<file path="config.mk">
export PLATFORM = sky130hd
export DESIGN_NAME = pacman_mover
export DESIGN_NICKNAME = d
export VERILOG_FILES = /design/src/rtl/pacman_mover.sv
export SDC_FILE = /design/constraint.sdc
export NUM_CORES = 1
export LEC_CHECK = 0
export CORE_MARGIN = 2
export CORE_UTILIZATION = 45
export CTS_BUF_LIST = sky130_fd_sc_hd__clkbuf_16
export DETAILED_ROUTE_END_ITERATION = 16
export MAX_ROUTING_LAYER = met4
export PLACE_DENSITY = 0.7
export SYNTH_ARGS = -nofsm -noshare
export SYNTH_HDL_FRONTEND = slang
export SYNTH_SLANG_ARGS = --single-unit
</file>
<file path="constraint.sdc">
create_clock -name clk -period 6.5 [get_ports clk]
set_input_delay 1.3 -clock clk [delete_from_list [all_inputs] [get_ports clk]]
set_output_delay 1.3 -clock clk [all_outputs]
set_load 0.02 [all_outputs]
</file>
<file path="src/rtl/pacman_mover.sv">
// -----------------------------------------------------------------------------
// pacman_mover
// Player-side movement engine. Samples the four direction buttons, runs a
// speed-scaled step accumulator off a free-running tick divider, and on each
// step queries the maze wall responder (req/ack) before moving one tile,
// turning, wrapping through the tunnel, or stalling against a wall.
//
// Ports:
//   clk, reset                      clock, asynchronous active-high reset
//   enable                          movement enable (ticks ignored when low)
//   btnUp/btnDown/btnLeft/btnRight  level-sensitive buttons (Up > Down > Left > Right)
//   wall_req, wall_x, wall_y        wall query request and tile being queried
//   wall_ack                        one-cycle ack; wall bits valid in that cycle
//   wallUp/wallDown/wallLeft/wallRight  walls around (wall_x, wall_y)
//   pacmanX, pacmanY, pacmanDir     current tile and heading (UP=00 DOWN=01 LEFT=10 RIGHT=11)
//   step_pulse                      one-cycle pulse when the position changes
//   stalled                         high while blocked by a wall
//
// Build option: define PACMAN_TURN_BUFFER_EN to keep a one-deep turn request
// that persists until consumed; otherwise DECIDE uses the live buttons.
// -----------------------------------------------------------------------------
module pacman_mover #(
    parameter int START_X     = 13,
    parameter int START_Y     = 26,
    parameter int MOVE_DIV    = 416666,
    parameter int SPEED       = 160,
    parameter int ACC_MAX     = 1000,
    parameter int MAX_X       = 27,
    parameter int TUNNEL_Y    = 19,
    parameter int ACK_TIMEOUT = 15
) (
    input  logic       clk,
    input  logic       reset,
    input  logic       enable,
    input  logic       btnUp,
    input  logic       btnDown,
    input  logic       btnLeft,
    input  logic       btnRight,
    output logic       wall_req,
    output logic [5:0] wall_x,
    output logic [5:0] wall_y,
    input  logic       wall_ack,
    input  logic       wallUp,
    input  logic       wallDown,
    input  logic       wallLeft,
    input  logic       wallRight,
    output logic [5:0] pacmanX,
    output logic [5:0] pacmanY,
    output logic [1:0] pacmanDir,
    output logic       step_pulse,
    output logic       stalled
);

    // state  | meaning
    // IDLE   | waiting for an accepted tick to overflow the accumulator
    // QUERY  | wall_req held with the current tile; waiting for ack or timeout
    // DECIDE | one cycle: pick turn / straight / stall from the latched walls
    typedef enum logic [1:0] {IDLE = 2'd0, QUERY = 2'd1, DECIDE = 2'd2} state_t;

    localparam logic [1:0] DIR_UP    = 2'b00;
    localparam logic [1:0] DIR_DOWN  = 2'b01;
    localparam logic [1:0] DIR_LEFT  = 2'b10;
    localparam logic [1:0] DIR_RIGHT = 2'b11;
    localparam logic [5:0] MAX_X_V    = 6'(MAX_X);
    localparam logic [5:0] TUNNEL_Y_V = 6'(TUNNEL_Y);

    // Tunnel ends count as open; the top row and left edge off the tunnel
    // row are hard boundaries regardless of the responder.
    function automatic logic dir_open(input logic [1:0] d, input logic [5:0] x,
                                      input logic [5:0] y, input logic [3:0] w);
        logic open_v;
        open_v = !w[d];
        if (d == DIR_LEFT && x == 6'd0)
            open_v = (y == TUNNEL_Y_V);
        else if (d == DIR_RIGHT && x == MAX_X_V && y == TUNNEL_Y_V)
            open_v = 1'b1;
        else if (d == DIR_UP && y == 6'd0)
            open_v = 1'b0;
        return open_v;
    endfunction

    function automatic logic [11:0] step_pos(input logic [1:0] d, input logic [5:0] x,
                                             input logic [5:0] y);
        logic [5:0] nx;
        logic [5:0] ny;
        nx = x;
        ny = y;
        case (d)
            DIR_UP:    ny = y - 6'd1;
            DIR_DOWN:  ny = y + 6'd1;
            DIR_LEFT:  nx = (x == 6'd0) ? MAX_X_V : x - 6'd1;
            default:   nx = (x == MAX_X_V) ? 6'd0 : x + 6'd1;
        endcase
        return {nx, ny};
    endfunction

    state_t      state_q, state_d;
    logic [31:0] tick_cnt_q, tick_cnt_d;
    logic [15:0] acc_q, acc_d, acc_next;
    logic [15:0] tmo_q, tmo_d;
    logic [3:0]  walls_q, walls_d;
    logic        wall_req_q, wall_req_d;
    logic [5:0]  wall_x_q, wall_x_d, wall_y_q, wall_y_d;
    logic [5:0]  pos_x_q, pos_x_d, pos_y_q, pos_y_d;
    logic [1:0]  dir_q, dir_d;
    logic        step_q, step_d;
    logic        stalled_q, stalled_d;
`ifdef PACMAN_TURN_BUFFER_EN
    logic        req_valid_q, req_valid_d;
    logic [1:0]  req_dir_q, req_dir_d;
`endif

    logic        tick;
    logic        btn_any;
    logic [1:0]  btn_dir;
    logic        cand_valid, take_req, fwd_open;
    logic [1:0]  cand_dir, move_dir;
    logic [11:0] next_pos;

    assign tick = (tick_cnt_q == 32'(MOVE_DIV));

    always_comb begin
        btn_any = btnUp | btnDown | btnLeft | btnRight;
        if (btnUp)         btn_dir = DIR_UP;
        else if (btnDown)  btn_dir = DIR_DOWN;
        else if (btnLeft)  btn_dir = DIR_LEFT;
        else               btn_dir = DIR_RIGHT;
    end

    always_comb begin
`ifdef PACMAN_TURN_BUFFER_EN
        cand_valid = req_valid_q;
        cand_dir   = req_dir_q;
`else
        cand_valid = btn_any;
        cand_dir   = btn_dir;
`endif
        take_req = cand_valid && dir_open(cand_dir, pos_x_q, pos_y_q, walls_q);
        fwd_open = dir_open(dir_q, pos_x_q, pos_y_q, walls_q);
        move_dir = take_req ? cand_dir : dir_q;
        next_pos = step_pos(move_dir, pos_x_q, pos_y_q);
    end

    always_comb begin
        state_d    = state_q;
        tick_cnt_d = tick ? 32'd0 : tick_cnt_q + 32'd1;
        acc_next   = acc_q + 16'(SPEED);
        acc_d      = acc_q;
        tmo_d      = tmo_q;
        walls_d    = walls_q;
        wall_req_d = wall_req_q;
        wall_x_d   = wall_x_q;
        wall_y_d   = wall_y_q;
        pos_x_d    = pos_x_q;
        pos_y_d    = pos_y_q;
        dir_d      = dir_q;
        step_d     = 1'b0;
        stalled_d  = stalled_q;
`ifdef PACMAN_TURN_BUFFER_EN
        req_valid_d = req_valid_q;
        req_dir_d   = req_dir_q;
`endif
        case (state_q)
            IDLE: begin
                if (tick && enable) begin
                    if (acc_next >= 16'(ACC_MAX)) begin
                        acc_d      = acc_next - 16'(ACC_MAX);
                        state_d    = QUERY;
                        wall_req_d = 1'b1;
                        wall_x_d   = pos_x_q;
                        wall_y_d   = pos_y_q;
                        tmo_d      = 16'(ACK_TIMEOUT - 1);
                    end else begin
                        acc_d = acc_next;
                    end
                end
            end
            QUERY: begin
                if (wall_ack) begin
                    walls_d    = {wallRight, wallLeft, wallDown, wallUp};
                    wall_req_d = 1'b0;
                    state_d    = DECIDE;
                end else if (tmo_q == 16'd0) begin
                    wall_req_d = 1'b0;
                    state_d    = IDLE;
                end else begin
                    tmo_d = tmo_q - 16'd1;
                end
            end
            DECIDE: begin
                state_d = IDLE;
                if (take_req || fwd_open) begin
                    pos_x_d   = next_pos[11:6];
                    pos_y_d   = next_pos[5:0];
                    dir_d     = move_dir;
                    step_d    = 1'b1;
                    stalled_d = 1'b0;
`ifdef PACMAN_TURN_BUFFER_EN
                    if (take_req) req_valid_d = 1'b0;
`endif
                end else begin
                    stalled_d = 1'b1;
                end
            end
            default: state_d = IDLE;
        endcase
`ifdef PACMAN_TURN_BUFFER_EN
        // A press in the same cycle as consumption wins over the clear.
        if (btn_any) begin
            req_valid_d = 1'b1;
            req_dir_d   = btn_dir;
        end
`endif
    end

    always_ff @(posedge clk or posedge reset) begin
        if (reset) begin
            state_q    <= IDLE;
            tick_cnt_q <= 32'd0;
            acc_q      <= 16'd0;
            tmo_q      <= 16'd0;
            walls_q    <= 4'd0;
            wall_req_q <= 1'b0;
            wall_x_q   <= 6'd0;
            wall_y_q   <= 6'd0;
            pos_x_q    <= 6'(START_X);
            pos_y_q    <= 6'(START_Y);
            dir_q      <= DIR_LEFT;
            step_q     <= 1'b0;
            stalled_q  <= 1'b0;
`ifdef PACMAN_TURN_BUFFER_EN
            req_valid_q <= 1'b0;
            req_dir_q   <= DIR_UP;
`endif
        end else begin
            state_q    <= state_d;
            tick_cnt_q <= tick_cnt_d;
            acc_q      <= acc_d;
            tmo_q      <= tmo_d;
            walls_q    <= walls_d;
            wall_req_q <= wall_req_d;
            wall_x_q   <= wall_x_d;
            wall_y_q   <= wall_y_d;
            pos_x_q    <= pos_x_d;
            pos_y_q    <= pos_y_d;
            dir_q      <= dir_d;
            step_q     <= step_d;
            stalled_q  <= stalled_d;
`ifdef PACMAN_TURN_BUFFER_EN
            req_valid_q <= req_valid_d;
            req_dir_q   <= req_dir_d;
`endif
        end
    end

    assign wall_req   = wall_req_q;
    assign wall_x     = wall_x_q;
    assign wall_y     = wall_y_q;
    assign pacmanX    = pos_x_q;
    assign pacmanY    = pos_y_q;
    assign pacmanDir  = dir_q;
    assign step_pulse = step_q;
    assign stalled    = stalled_q;

endmodule

</file>
# Yosys cells after proc, flatten, opt, wreduce, memory -nomap -nowiden
# Index checks and enable logic that the tools add are counted.
# Widths: inputs -> output; s select.
[totals]
ff_bits = 99
input_bits = 12
[classes]
mux = 38
bitwise_logic = 4
n_addsub = 8
reduce_logical = 32
eq_ne = 16
n_lt_le_gt_ge = 3
[op_table]
columns = ["cell", "n"]
rows = [
  ["$mux 16", 5],
  ["$add 32x1->32 const B", 1],
  ["$eq 32x19->1 const B", 1],
  ["$mux 32", 1],
  ["$pmux 16 s2", 1],
  ["$pmux 6 s2", 2],
  ["$add 16x8->16 const B", 1],
  ["$ge 16x10->1 const B", 1],
  ["$logic_not 16->1", 1],
  ["$mux 1", 16],
  ["$sub 16x1->16 const B", 1],
  ["$sub 16x10->16 const B", 1],
  ["$mux 2", 7],
  ["$add 6x1->6 const B", 2],
  ["$eq 2x2->1 const B", 6],
  ["$eq 6x5->1 const B", 2],
  ["$logic_not 6->1", 2],
  ["$mux 6", 2],
  ["$reduce_and 3->1", 4],
  ["$sub 6x1->6 const B", 2],
  ["$logic_and 1x1->1", 10],
  ["$logic_not 2->1", 4],
  ["$ne 2x2->1 const B", 4],
  ["$lt 2x3->1 const B", 2],
  ["other kinds (14)", 22],
]

# Longest topological paths before layout
# Gate-level depths: netlist (run 1).
[depth]
word_depth = 15
depth_mapped = 17
ltp_nobuf = 16

# Least setup slack after synthesis (run 1)
# No wires, ideal clock.
[synth_path]
path_kind = "input-to-reg"
from = "input port btnRight"
to = "register pos_y_q[5] (netlist: pacmanY[5])"
t_arrival_ps = 3819
setup_slack_ps = 2551
path_stages = 15
required_time_ps = 6369
setup_time_ps = 131
path_cell_list = "inv_1 -> o21ai_0 -> a41oi_1 -> a2111oi_4 -> o32a_1 -> buf_4 -> nand2_1 -> ha_1 -> a21o_1 -> a21o_1 -> a21o_1 -> a21oi_1 -> xor2_1 -> nand2_1 -> xnor2_1"
[synth_between]
elab_chain_cells = 6
[synth_rtl]
columns = ["item", "line", "rtl"]
rows = [
  ["start, declared", "38", "input logic btnRight,"],
  ["$or 1x1->1 *", "123", "btn_any = btnUp | btnDown | btnLeft | btnRight;"],
  ["$logic_and 1x1->1 *", "138", "take_req = cand_valid && dir_open(cand_dir, pos_x_q, pos_y_q, walls_q);"],
  ["$mux 2", "140", "move_dir = take_req ? cand_dir : dir_q;"],
  ["$eq 2x1->1 or $logic_not 2->1 (tied branches)", "88", "case (d)"],
  ["$reduce_bool 2->1 (no line)", "-", ""],
  ["$reduce_and 3->1 (no line)", "-", ""],
  ["end signal, assigned", "227", "pos_y_q <= 6'(START_Y);"],
  ["end signal, assigned", "245", "pos_y_q <= pos_y_d;"],
  ["end, declared", "104", "logic [5:0] pos_x_q, pos_x_d, pos_y_q, pos_y_d;"],
]
# Every way passes the cells marked *; elsewhere a longest branch is shown, timed or not.
# A chain may end at the register's enable or synchronous reset.

# Worst setup path in the final report (run 1)
[layout_path]
from = "input port btnDown"
to = "register pos_y_q[5] (netlist: pacmanY[5])"
[layout_between]
elab_chain_cells = 13
[layout_rtl]
columns = ["item", "line", "rtl"]
rows = [
  ["start, declared", "36", "input logic btnDown,"],
  ["$mux 2", "125", "else if (btnDown) btn_dir = DIR_DOWN;"],
  ["$mux 2", "124", "if (btnUp) btn_dir = DIR_UP;"],
  ["$bmux 1 s2", "72", "open_v = !w[d];"],
  ["$mux 1 (implied by the code)", "72", ""],
  ["$logic_not 1->1", "72", ""],
  ["$mux 1", "77", "else if (d == DIR_UP && y == 6'd0)"],
  ["$mux 1", "75", "else if (d == DIR_RIGHT && x == MAX_X_V && y == TUNNEL_Y_V)"],
  ["$mux 1", "73", "if (d == DIR_LEFT && x == 6'd0)"],
  ["$logic_and 1x1->1", "138", ""],
  ["$mux 2", "140", ""],
  ["$eq 2x1->1 or $logic_not 2->1 (tied branches)", "88", ""],
  ["$reduce_bool 2->1 (no line)", "-", ""],
  ["$reduce_and 3->1 (no line)", "-", ""],
]
# Parallel ways exist; a longest one is shown, timed or not. The select of a mux whose other input is x is not followed.

==> results of run 1 <==
## power breakdown
| group | total [mW] | internal, mW | switching (mW) |
|---|---|---|---|
| registers | 0.598 | 0.598 | 0 |
| clock network | 0.550 | 0.332 | 0.218 |
| logic | 0.0329 | 0.0113 | 0.0217 |
## kinds of logic after synthesis
| group | Yosys count | synth area share, % |
|---|---|---|
| AOI/OAI and AO/OA | 97 | 13.3 |
| xor gates and xnor gates | 63 | 10.2 |
| adders and majority gates | 15 | 3.59 |
| buffers and inverters | 42 | 3.29 |
| DFF | 96 | 44.4 |
| muxes | 11 | 2.21 |
| and+or+nand+nor | 245 | 23.1 |
## synthesized netlist by cell type, types with 5 or more instances
| cell | number |
|---|---|
| nand2b_1 | 7 |
| a21o_1 | 6 |
| or3_1 | 5 |
| nor2_1 | 50 |
| inv_1 | 21 |
| nand2_1 | 75 |
| a21oi_1 | 19 |
| nand4_1 | 7 |
| and3_1 | 12 |
| buf_2 | 11 |
| ha_1 | 14 |
| and2_1 | 6 |
| nor2b_1 | 8 |
| xor2_1 | 23 |
| nor4_1 | 9 |
| clkbuf_1 | 8 |
| nand3_1 | 24 |
| xnor2_1 | 40 |
| a31oi_1 | 6 |
| o21ai_1 | 14 |
| o21ai_0 | 16 |
| nor3_1 | 15 |
| dfrtp_1 | 89 |
| dfstp_2 | 7 |
## worst max-delay path by stage
stage	startpoint	endpoint	slack [ps]	depth (start not counted)
floorplan	btnRight	pacmanY[5]	2550	15
global placement	btnDown	pacmanY[5]	1620	15
detailed placement	btnDown	pacmanY[5]	1410	15
CTS	btnDown	pacmanY[5]	1780	15
global route	btnDown	pacmanY[5]	1490	15
finish	btnDown	pacmanY[5]	1760	15
## layer usage
metal,vias to the layer above,routed length [µm]
met5,-,0
met4,0,233
met1,2065,5370
met2,96,5530
li1,2058,-
met3,19,359
## cell usage in the layout, fill, tap and decap left out, types with 8 or more instances in the layout
| cell type | n |
|---|---|
| o21ai_0 | 16 |
| a21oi_1 | 19 |
| ha_1 | 14 |
| nor2b_1 | 8 |
| nor3_1 | 15 |
| dfrtp_1 | 89 |
| inv_1 | 23 |
| clkdlybuf4s50_1 | 40 |
| nor2_1 | 50 |
| xor2_1 | 23 |
| o21ai_1 | 14 |
| nand2_1 | 75 |
| clkbuf_16 | 9 |
| nand3_1 | 24 |
| nor4_1 | 9 |
| and3_1 | 12 |
| xnor2_1 | 40 |
## state kept, by name (all words and copies together), names as in the netlist, 2 cells and up
name,cells
wall_x,6
walls_q,4
pacmanX,6
wall_y,6
pacmanY,6
state_q,2
pacmanDir,2
tmo_q,16
acc_q,13
tick_cnt_q,32
## worst max-delay path, stage by stage
cell,delay [ps]
clkdlybuf4s50_1,600
nor2_1,60
o21ai_0,80
a41oi_1,110
a2111oi_4,470
o32a_1,600
nand2_1,280
ha_1,360
a21o_1,170
a21o_1,190
a21o_1,180
a21oi_1,160
xor2_1,160
nand2_1,80
xnor2_1,160
## through the flow
| stage | instance area, µm² | total power, mW | setup slack, ps | hold WS, ps | instances |
|---|---|---|---|---|---|
| 6_report | 6250 | 1.18 | 1760 | 472 | 754 |
| 3_5_place_dp | 5940 | 0.643 | 1410 | 462 | 738 |
| 5_1_grt | 6250 | 1.22 | 1490 | 500 | 754 |
| 2_1_floorplan | 5430 | 0.628 | 2550 | 443 | 569 |
| 3_3_place_gp | 5940 | 0.641 | 1620 | 459 | 738 |
| 4_1_cts | 6250 | 1.19 | 1780 | 474 | 754 |
## final cells by class
class                           instances  area [µm²]  share of cell area, %
Multi-Input combinational cell        431        2840                   45.5
Sequential cell                        96        2410                   38.6
Timing Repair Buffer                   43         423                   6.77
Clock buffer                            9         225                   3.60
Tap cell                              147         184                   2.94
Clock inverter                          7        82.6                   1.32
Inverter                               21        80.1                   1.28
==> impl_metrics.json, run 1 <==
{
  "grt_pass1_wl_um": 20200,
  "vias": 4238,
  "synth_edf_count": 0,
  "detail-route-antenna-nets": 0,
  "grtUsageMet1_pct": 25.5,
  "synthFlopType": "dfrtp_1",
  "antennaDiodeCount": 0,
  "avgSynthCellArea_um2": 9.55,
  "clockBufferDepth": 2,
  "powerDensity_nw_per_um2": 189,
  "drtIter0Drc": 214,
  "whs_endpoint": "tick_cnt_q[31]",
  "syn_area_um2": 5430,
  "nFillCells": 1093,
  "ios": 41,
  "endpoint_kind": "flip-flop",
  "drt-wirelength-per-cell_um": 15.2,
  "numCtsBuffers": 9,
  "area_growth_pct": 15.0,
  "reg2reg_from": "pacmanX[0]",
  "finalSetupTns_ps": 0,
  "cts_sinks": 96,
  "die_h_um": 114,
  "dr.pass1.iters": 5,
  "outcome": "finished clean",
  "netlist_instances": 569,
  "cts-root-buf": "clkbuf_16",
  "post_cts_buffers": 0,
  "rrSetupSlack_ps": 2250,
  "final_net_count": 629,
  "drc_errors": 0,
  "ys_warn_count": 0,
  "total_leakage_power_nw": 2.80,
  "htree_levels": 3,
  "timing.slew.headroom_pct": 41.1,
  "antenna_found_initial": 0,
  "crit_path_start_kind": "input port",
  "synth-seq-cells": 96,
  "synth_top_area_cell": "dfrtp_1",
  "hp-start": "tick_cnt_q[31]",
  "worstPathArrival_ps": 4970,
  "finalCritPeriodShare_pct": 72.9,
  "worst_pin_slew_ps": 880,
  "grtUsageTotal_pct": 19.6,
  "ctsResizeCount": 0,
  "portBuffers": 40,
  "grt_pass1_vias": 4308,
  "r2r_cells": 16,
  "hold_viol": 0,
  "vias_per_cell": 5.62,
  "dp_hpwl_um": 8100,
  "reg2reg_to": "pacmanY[5]",
  "fin_crit_ps": 4740,
  "whs_path_depth": 1,
  "dieArea_um2": 13000,
  "initial_utilization_pct": 45.6,
  "yosysSeqAreaShare_pct": 44.4,
  "path_clk_slew_ps": 70,
  "grt_max_degree": 50,
  "busiest_layer": "met2",
  "final.setup_skew_ps": 12.8,
  "async_flop_share_pct": 100,
  "cts_tree": "done",
  "hp-class": "flip-flop to flip-flop",
  "core-area_um2": 11900,
  "clock_latency_ps": 350,
  "postCtsHoldBufs": 0,
  "use_met3_pct": 2.60,
  "gr-total-overflow": 0,
  "use_met2_pct": 30.9,
  "drv_slew": 0,
  "max_freq_ghz": 0.211,
  "ir_drop_mv": 0.0946,
  "wl_um": 11500,
  "num_rows": 40,
  "drive_gt1_share_pct": 8.07,
  "crit_fanout": 13,
  "rsz0062_at_grt": "no",
  "max-cap-violations": 0,
  "netlist_top_cells_area": "dfrtp_1 41%, xnor2_1 6.4%, nand2_1 5.2%",
  "ys_types": 74,
  "die_x_um": 114,
  "crit_type": "input port to flip-flop",
  "utilization_pct": 52.5,
  "setup_viol": 0,
  "synth_top_area_share_pct": 41.0,
  "place_congestion": 0.843,
  "required_ps": 6730,
  "synth_nets": 596
}
Power figures use the tool's default switching activity.
==> inputs of run 2 (changes only) <==
Clock period 6.5 ns to 4.72 ns, I/O delays scaled along.
==> impl_metrics.json, run 2 (synthesis gave the netlist of run 1 again) <==
{
  "crit_fanout": 8,
  "finalCritPeriodShare_pct": 87.1,
  "worstPathArrival_ps": 4350,
  "final_common_cell": "dfrtp_1",
  "finalSetupTns_ps": 0,
  "drtIter0Drc": 238,
  "seqCellArea_um2": 2410,
  "hp-class": "flip-flop to flip-flop",
  "final_cell_mix": "89 x dfrtp_1, 75 x nand2_1, 50 x nor2_1",
  "wl_um": 11200,
  "rrSetupSlack_ps": 790,
  "initial_utilization_pct": 45.6,
  "total_leakage_power_nw": 2.79,
  "hold_viol": 0,
  "max_freq_ghz": 0.243,
  "worst_pin_slew_ps": 839,
  "timing.slew.headroom_pct": 43.9,
  "detail-route-antenna-nets": 0,
  "drv_slew": 0,
  "clockBufferDepth": 2,
  "drc_errors": 0,
  "setup_viol": 0,
  "path_clk_slew_ps": 70,
  "required_ps": 4950,
  "final.setup_skew_ps": 6.16,
  "nFillCells": 1101,
  "grt_max_degree": 60,
  "multi_input_area_um2": 2840,
  "final_net_count": 631,
  "dr.pass1.iters": 4,
  "ir_drop_mv": 0.223,
  "holdWs_ps": 473,
  "reg_top3": "tick_cnt_q (32), tmo_q (16), acc_q (13)",
  "gr-total-overflow": 0,
  "crit_path_start_kind": "input port",
  "antenna_found_initial": 0,
  "crit_type": "input port to flip-flop",
  "rsz0062_at_grt": "no",
  "post_cts_buffers": 0,
  "drive_gt1_share_pct": 9.03,
  "antennaDiodeCount": 0,
  "ctsResizeCount": 0,
  "drt-wirelength-per-cell_um": 14.8,
  "utilization_pct": 52.5,
  "place_inst": 740,
  "outcome": "finished clean",
  "die_h_um": 114,
  "cts-root-buf": "clkbuf_16",
  "dp_hpwl_um": 7910,
  "fin_crit_ps": 4110,
  "powerDensity_nw_per_um2": 256,
  "endpoint_kind": "flip-flop",
  "numCtsBuffers": 9,
  "core-area_um2": 11900,
  "top_register": "tick_cnt_q",
  "vias": 4183,
  "area_growth_pct": 15.1,
  "die_x_um": 114,
  "grt_pass1_wl_um": 19700,
  "dieArea_um2": 13000,
  "portBuffers": 40,
  "postCtsHoldBufs": 0,
  "htree_levels": 3,
  "cts_sinks": 96,
  "final_cells": 756,
  "grtUsageTotal_pct": 19.3,
  "ios": 41,
  "max-cap-violations": 0,
  "largest_reg_flops": 32,
  "place_congestion": 0.852,
  "cts_tree": "done",
  "clock_latency_ps": 350,
  "vias_per_cell": 5.53,
  "grt_pass1_vias": 4225,
  "num_rows": 40
}
==> run 2: changes by cell type in the layout (fill, tap and decap cells not counted) <==
cell,delta
buf_4,+2
bufinv_16,-1
clkinv_1,-1
clkinv_2,+2
clkinv_4,+2
clkinvlp_4,+1
inv_1,-3
==> run 2: area by class of cell <==
class	instances	share of cell area, %
multi-input combinational	431	45.5
inverter	21	1.28
clock inverter	7	1.16
sequential	96	38.5
clock buffer	9	3.60
timing repair buffer	45	7.00
tap	147	2.94
==> run 2: worst max-delay path: stages <==
cell and delay, ps:
clkdlybuf4s50_1 510, nand2b_1 230, a211oi_2 370, nor4_1 100
a31oi_1 450, nand2_1 290, ha_1 360, a21o_1 180
a21o_1 190, a21o_1 170, a21oi_1 170, xor2_1 150
nand2_1 80, xnor2_1 160
==> run 2: final timing paths <==
check	startpoint	endpoint	cells past startpoint
max	btnDown	pacmanY[5]	14
min	tick_cnt_q[31]	tick_cnt_q[31]	1
min in group asynchronous	reset	tick_cnt_q[20]	3
max reg2reg	pacmanX[1]	pacmanY[5]	16
min reg2reg	tick_cnt_q[31]	tick_cnt_q[31]	1
max in group asynchronous	reset	tmo_q[12]	3
==> run 2: routing by layer <==
layer | up-vias | global-route usage [%] | wire length (µm)
met5 | - | - | 0
met4 | 0 | 6.10 | 161
met3 | 17 | 5.10 | 430
met2 | 76 | 30.7 | 5460
met1 | 2031 | 24.4 | 5140
li1 | 2059 | - | -
==> run 2: through the flow <==
stage | worst slack, ps | instance area (µm²) | power [mW]
2_1_floorplan | 1060 | 5430 | 0.865
3_3_place_gp | 421 | 5960 | 0.885
3_5_place_dp | 268 | 5960 | 0.886
4_1_cts | 648 | 6250 | 1.63
5_1_grt | 413 | 6250 | 1.67
6_report | 607 | 6250 | 1.60
==> run 2: report_power, final <==
| group | switching (mW) | internal [mW] |
|---|---|---|
| combinational | 0.0295 | 0.0169 |
| sequential | 0 | 0.823 |
| clock | 0.323 | 0.410 |
==> inputs of run 3 (changes only) <==
Settings changed: ABC_AREA set to 1, CAP_MARGIN set to 10.
==> impl_metrics.json, run 3 <==
{
  "crit_fanout": 8,
  "crit_path_start_kind": "input port",
  "finalCritPeriodShare_pct": 73.0,
  "portBuffers": 40,
  "ios": 41,
  "synthAdderAreaFrac_pct": 3.19,
  "gr-total-overflow": 0,
  "ys_warn_count": 0,
  "grtUsageTotal_pct": 21.9,
  "endpoint_kind": "flip-flop",
  "antennaDiodeCount": 0,
  "ys_types": 42,
  "hp-start": "wall_req",
  "power_mw": 1.84,
  "critPathSlowestCell": "clkdlybuf4s50_1",
  "synth_top_area_cell": "dfrtp_1",
  "synth_xor_area_share_pct": 5.70,
  "final_cell_mix": "229 x nand2_1, 120 x inv_1, 89 x dfrtp_1",
  "drc_errors": 0,
  "path_common_cell": "nand2_1",
  "wl_um": 14400,
  "drive_gt1_share_pct": 7.05,
  "die_x_um": 121,
  "drtIter0Drc": 451,
  "top_register": "tick_cnt_q",
  "die_h_um": 121,
  "drv_slew": 0,
  "final_net_count": 915,
  "postCtsHoldBufs": 0,
  "rsz0062_at_grt": "no",
  "detail-route-antenna-nets": 0,
  "required_ps": 4970,
  "synth_edf_count": 0,
  "numCtsBuffers": 9,
  "largest_reg_flops": 32,
  "grt_pass1_wl_um": 24800,
  "crit_chain": "clkdlybuf4s50_1 > inv_1 > nand2_1 > inv_1 > nand3_1 > nand2_1 > nand2_1 > nand2_1 > nand3_2 > nand3_1 > nand2_2 > inv_1 > nand2_1 > ha_1 > nand3_1 > nand3_1 > nand2_1 > nand2_1 > a21oi_1 > nand3_1 > nand2_1 > nand2_1 > nand2_1 > nand2_1",
  "place_area_um2": 6680,
  "final_cell_area_um2": 7020,
  "hold_viol": 0,
  "r2r_cells": 21,
  "setup_viol": 0,
  "powerDensity_nw_per_um2": 263,
  "hp-class": "flip-flop to flip-flop",
  "reg2reg_from": "pacmanX[0]",
  "whs_path_depth": 2,
  "netlist_instances": 847,
  "dp_hpwl_um": 10800,
  "avgSynthCellArea_um2": 7.23,
  "final_common_cell": "nand2_1",
  "synth.most_common_cell": "nand2_1",
  "synth_nets": 874,
  "finalSetupTns_ps": 0,
  "dr.pass1.iters": 5,
  "vias": 5458,
  "ctsResizeCount": 0,
  "crit_type": "input port to flip-flop",
  "initial_utilization_pct": 46.2,
  "syn_area_um2": 6120,
  "synth_top_area_share_pct": 36.4,
  "final.setup_skew_ps": 7.11,
  "async_flop_share_pct": 100,
  "synth-seq-cells": 96,
  "max_freq_ghz": 0.290,
  "area_growth_pct": 14.7,
  "worstPathArrival_ps": 3690,
  "reg_top3": "tick_cnt_q (32), tmo_q (16), acc_q (13)",
  "post_cts_buffers": 0,
  "cts-root-buf": "clkbuf_16",
  "htree_levels": 3,
  "nFillCells": 1316,
  "grt_max_degree": 52,
  "max-cap-violations": 0,
  "synth_top_family_by_area": "simple AND/OR/NAND/NOR gates",
  "dieArea_um2": 14600,
  "drt-wirelength-per-cell_um": 13.5,
  "yosys.area_share.simple_pct": 36.8,
  "cp_slowest_stage_delay_ps": 440,
  "fin_crit_ps": 3450,
  "path_clk_slew_ps": 70,
  "ys_top_cells_by_count": "229 x nand2_1, 121 x inv_1, 89 x dfrtp_1",
  "clock_latency_ps": 360,
  "core-area_um2": 13200,
  "yosysSeqAreaShare_pct": 39.4,
  "antenna_found_initial": 0,
  "vias_per_cell": 5.11,
  "synthMuxAreaShare_pct": 0,
  "whs_endpoint": "wall_req",
  "ir_drop_mv": 0.168,
  "worst_pin_slew_ps": 780,
  "netlist_top_cells_area": "dfrtp_1 36%, nand2_1 14%, inv_1 7.4%",
  "outcome": "finished clean",
  "cts_sinks": 96,
  "timing.slew.headroom_pct": 47.5,
  "cts_tree": "done",
  "place_congestion": 0.940,
  "rrSetupSlack_ps": 1460,
  "synthFlopType": "dfrtp_1",
  "total_leakage_power_nw": 3.52,
  "clockBufferDepth": 2,
  "reg2reg_to": "pacmanY[5]",
  "synth_compound_area_share_pct": 5.56,
  "grt_pass1_vias": 5074,
  "num_rows": 42
}
run 3: cell types whose count changed after synthesis, moves of 12 or more:
cell / previous run / this run
nor3_1: 15 / 28
xnor2_1: 40 / 3
nand4_1: 7 / 24
nand3_1: 24 / 88
inv_1: 21 / 121
xor2_1: 23 / 35
nor2_1: 50 / 73
nand2_1: 75 / 229
run 3: logic make-up (layout without fill, tap and decap cells):
| family | after synthesis | count (layout) |
|---|---|---|
| simple gates | 492 | 492 |
| buf+inv | 141 | 187 |
| flops | 96 | 96 |
| compound gates | 64 | 64 |
| xor+xnor | 39 | 39 |
| fa+ha+maj | 15 | 15 |
run 3: area by class of cell:
cell class	instances	area, µm²	area share (%)
Timing Repair Buffer	43	423	6.02
Inverter	128	483	6.88
Tap cell	176	220	3.14
Clock buffer	9	225	3.21
Clock inverter	7	120	1.71
Multi-Input combinational cell	610	3140	44.7
Sequential cell	96	2410	34.3
run 3: report_power, final:
| part | leakage (nW) | internal [mW] | switching [mW] |
|---|---|---|---|
| sequential | 1.25 | 0.835 | 0.0135 |
| clock | 0.166 | 0.519 | 0.328 |
| combinational | 2.10 | 0.0570 | 0.0919 |
| total | 3.52 | 1.41 | 0.433 |
run 3: critical path: cells and delay by family:
kind / cells / cell delay (ps)
adders and majority gates: 1 / 370
buffers and inverters: 4 / 710
and+or+nand+nor: 18 / 1500
AOI/OAI and AO/OA: 1 / 170
run 3: how the worst max path moves through the flow:
stage	start	endpoint	slack (ps)	cells after the start
after detailed placement	btnLeft	pacmanY[5]	910	24
after global placement	btnLeft	pacmanY[5]	990	24
after CTS	btnLeft	pacmanY[5]	1280	24
final	btnLeft	pacmanY[5]	1270	24
after global routing	btnLeft	pacmanY[5]	890	24
after floorplan	reset	acc_q[10]	1280	1
run 3: routing by layer:
layer	wire, µm	track usage [%]	vias up
met5	0	-	-
met4	263	7.41	0
met3	815	4.29	24
met2	6370	32.6	132
met1	6980	30.0	2498
li1	-	-	2804
run 3: through the flow:
step	hold slack (ps)	setup slack, ps	util, %	instances
6_report	476	1270	53.0	1069
5_1_grt	514	891	53.0	1069
2_1_floorplan	451	1280	-	847
4_1_cts	479	1280	53.0	1069
3_5_place_dp	462	914	50.4	1053
3_3_place_gp	461	991	50.4	1053
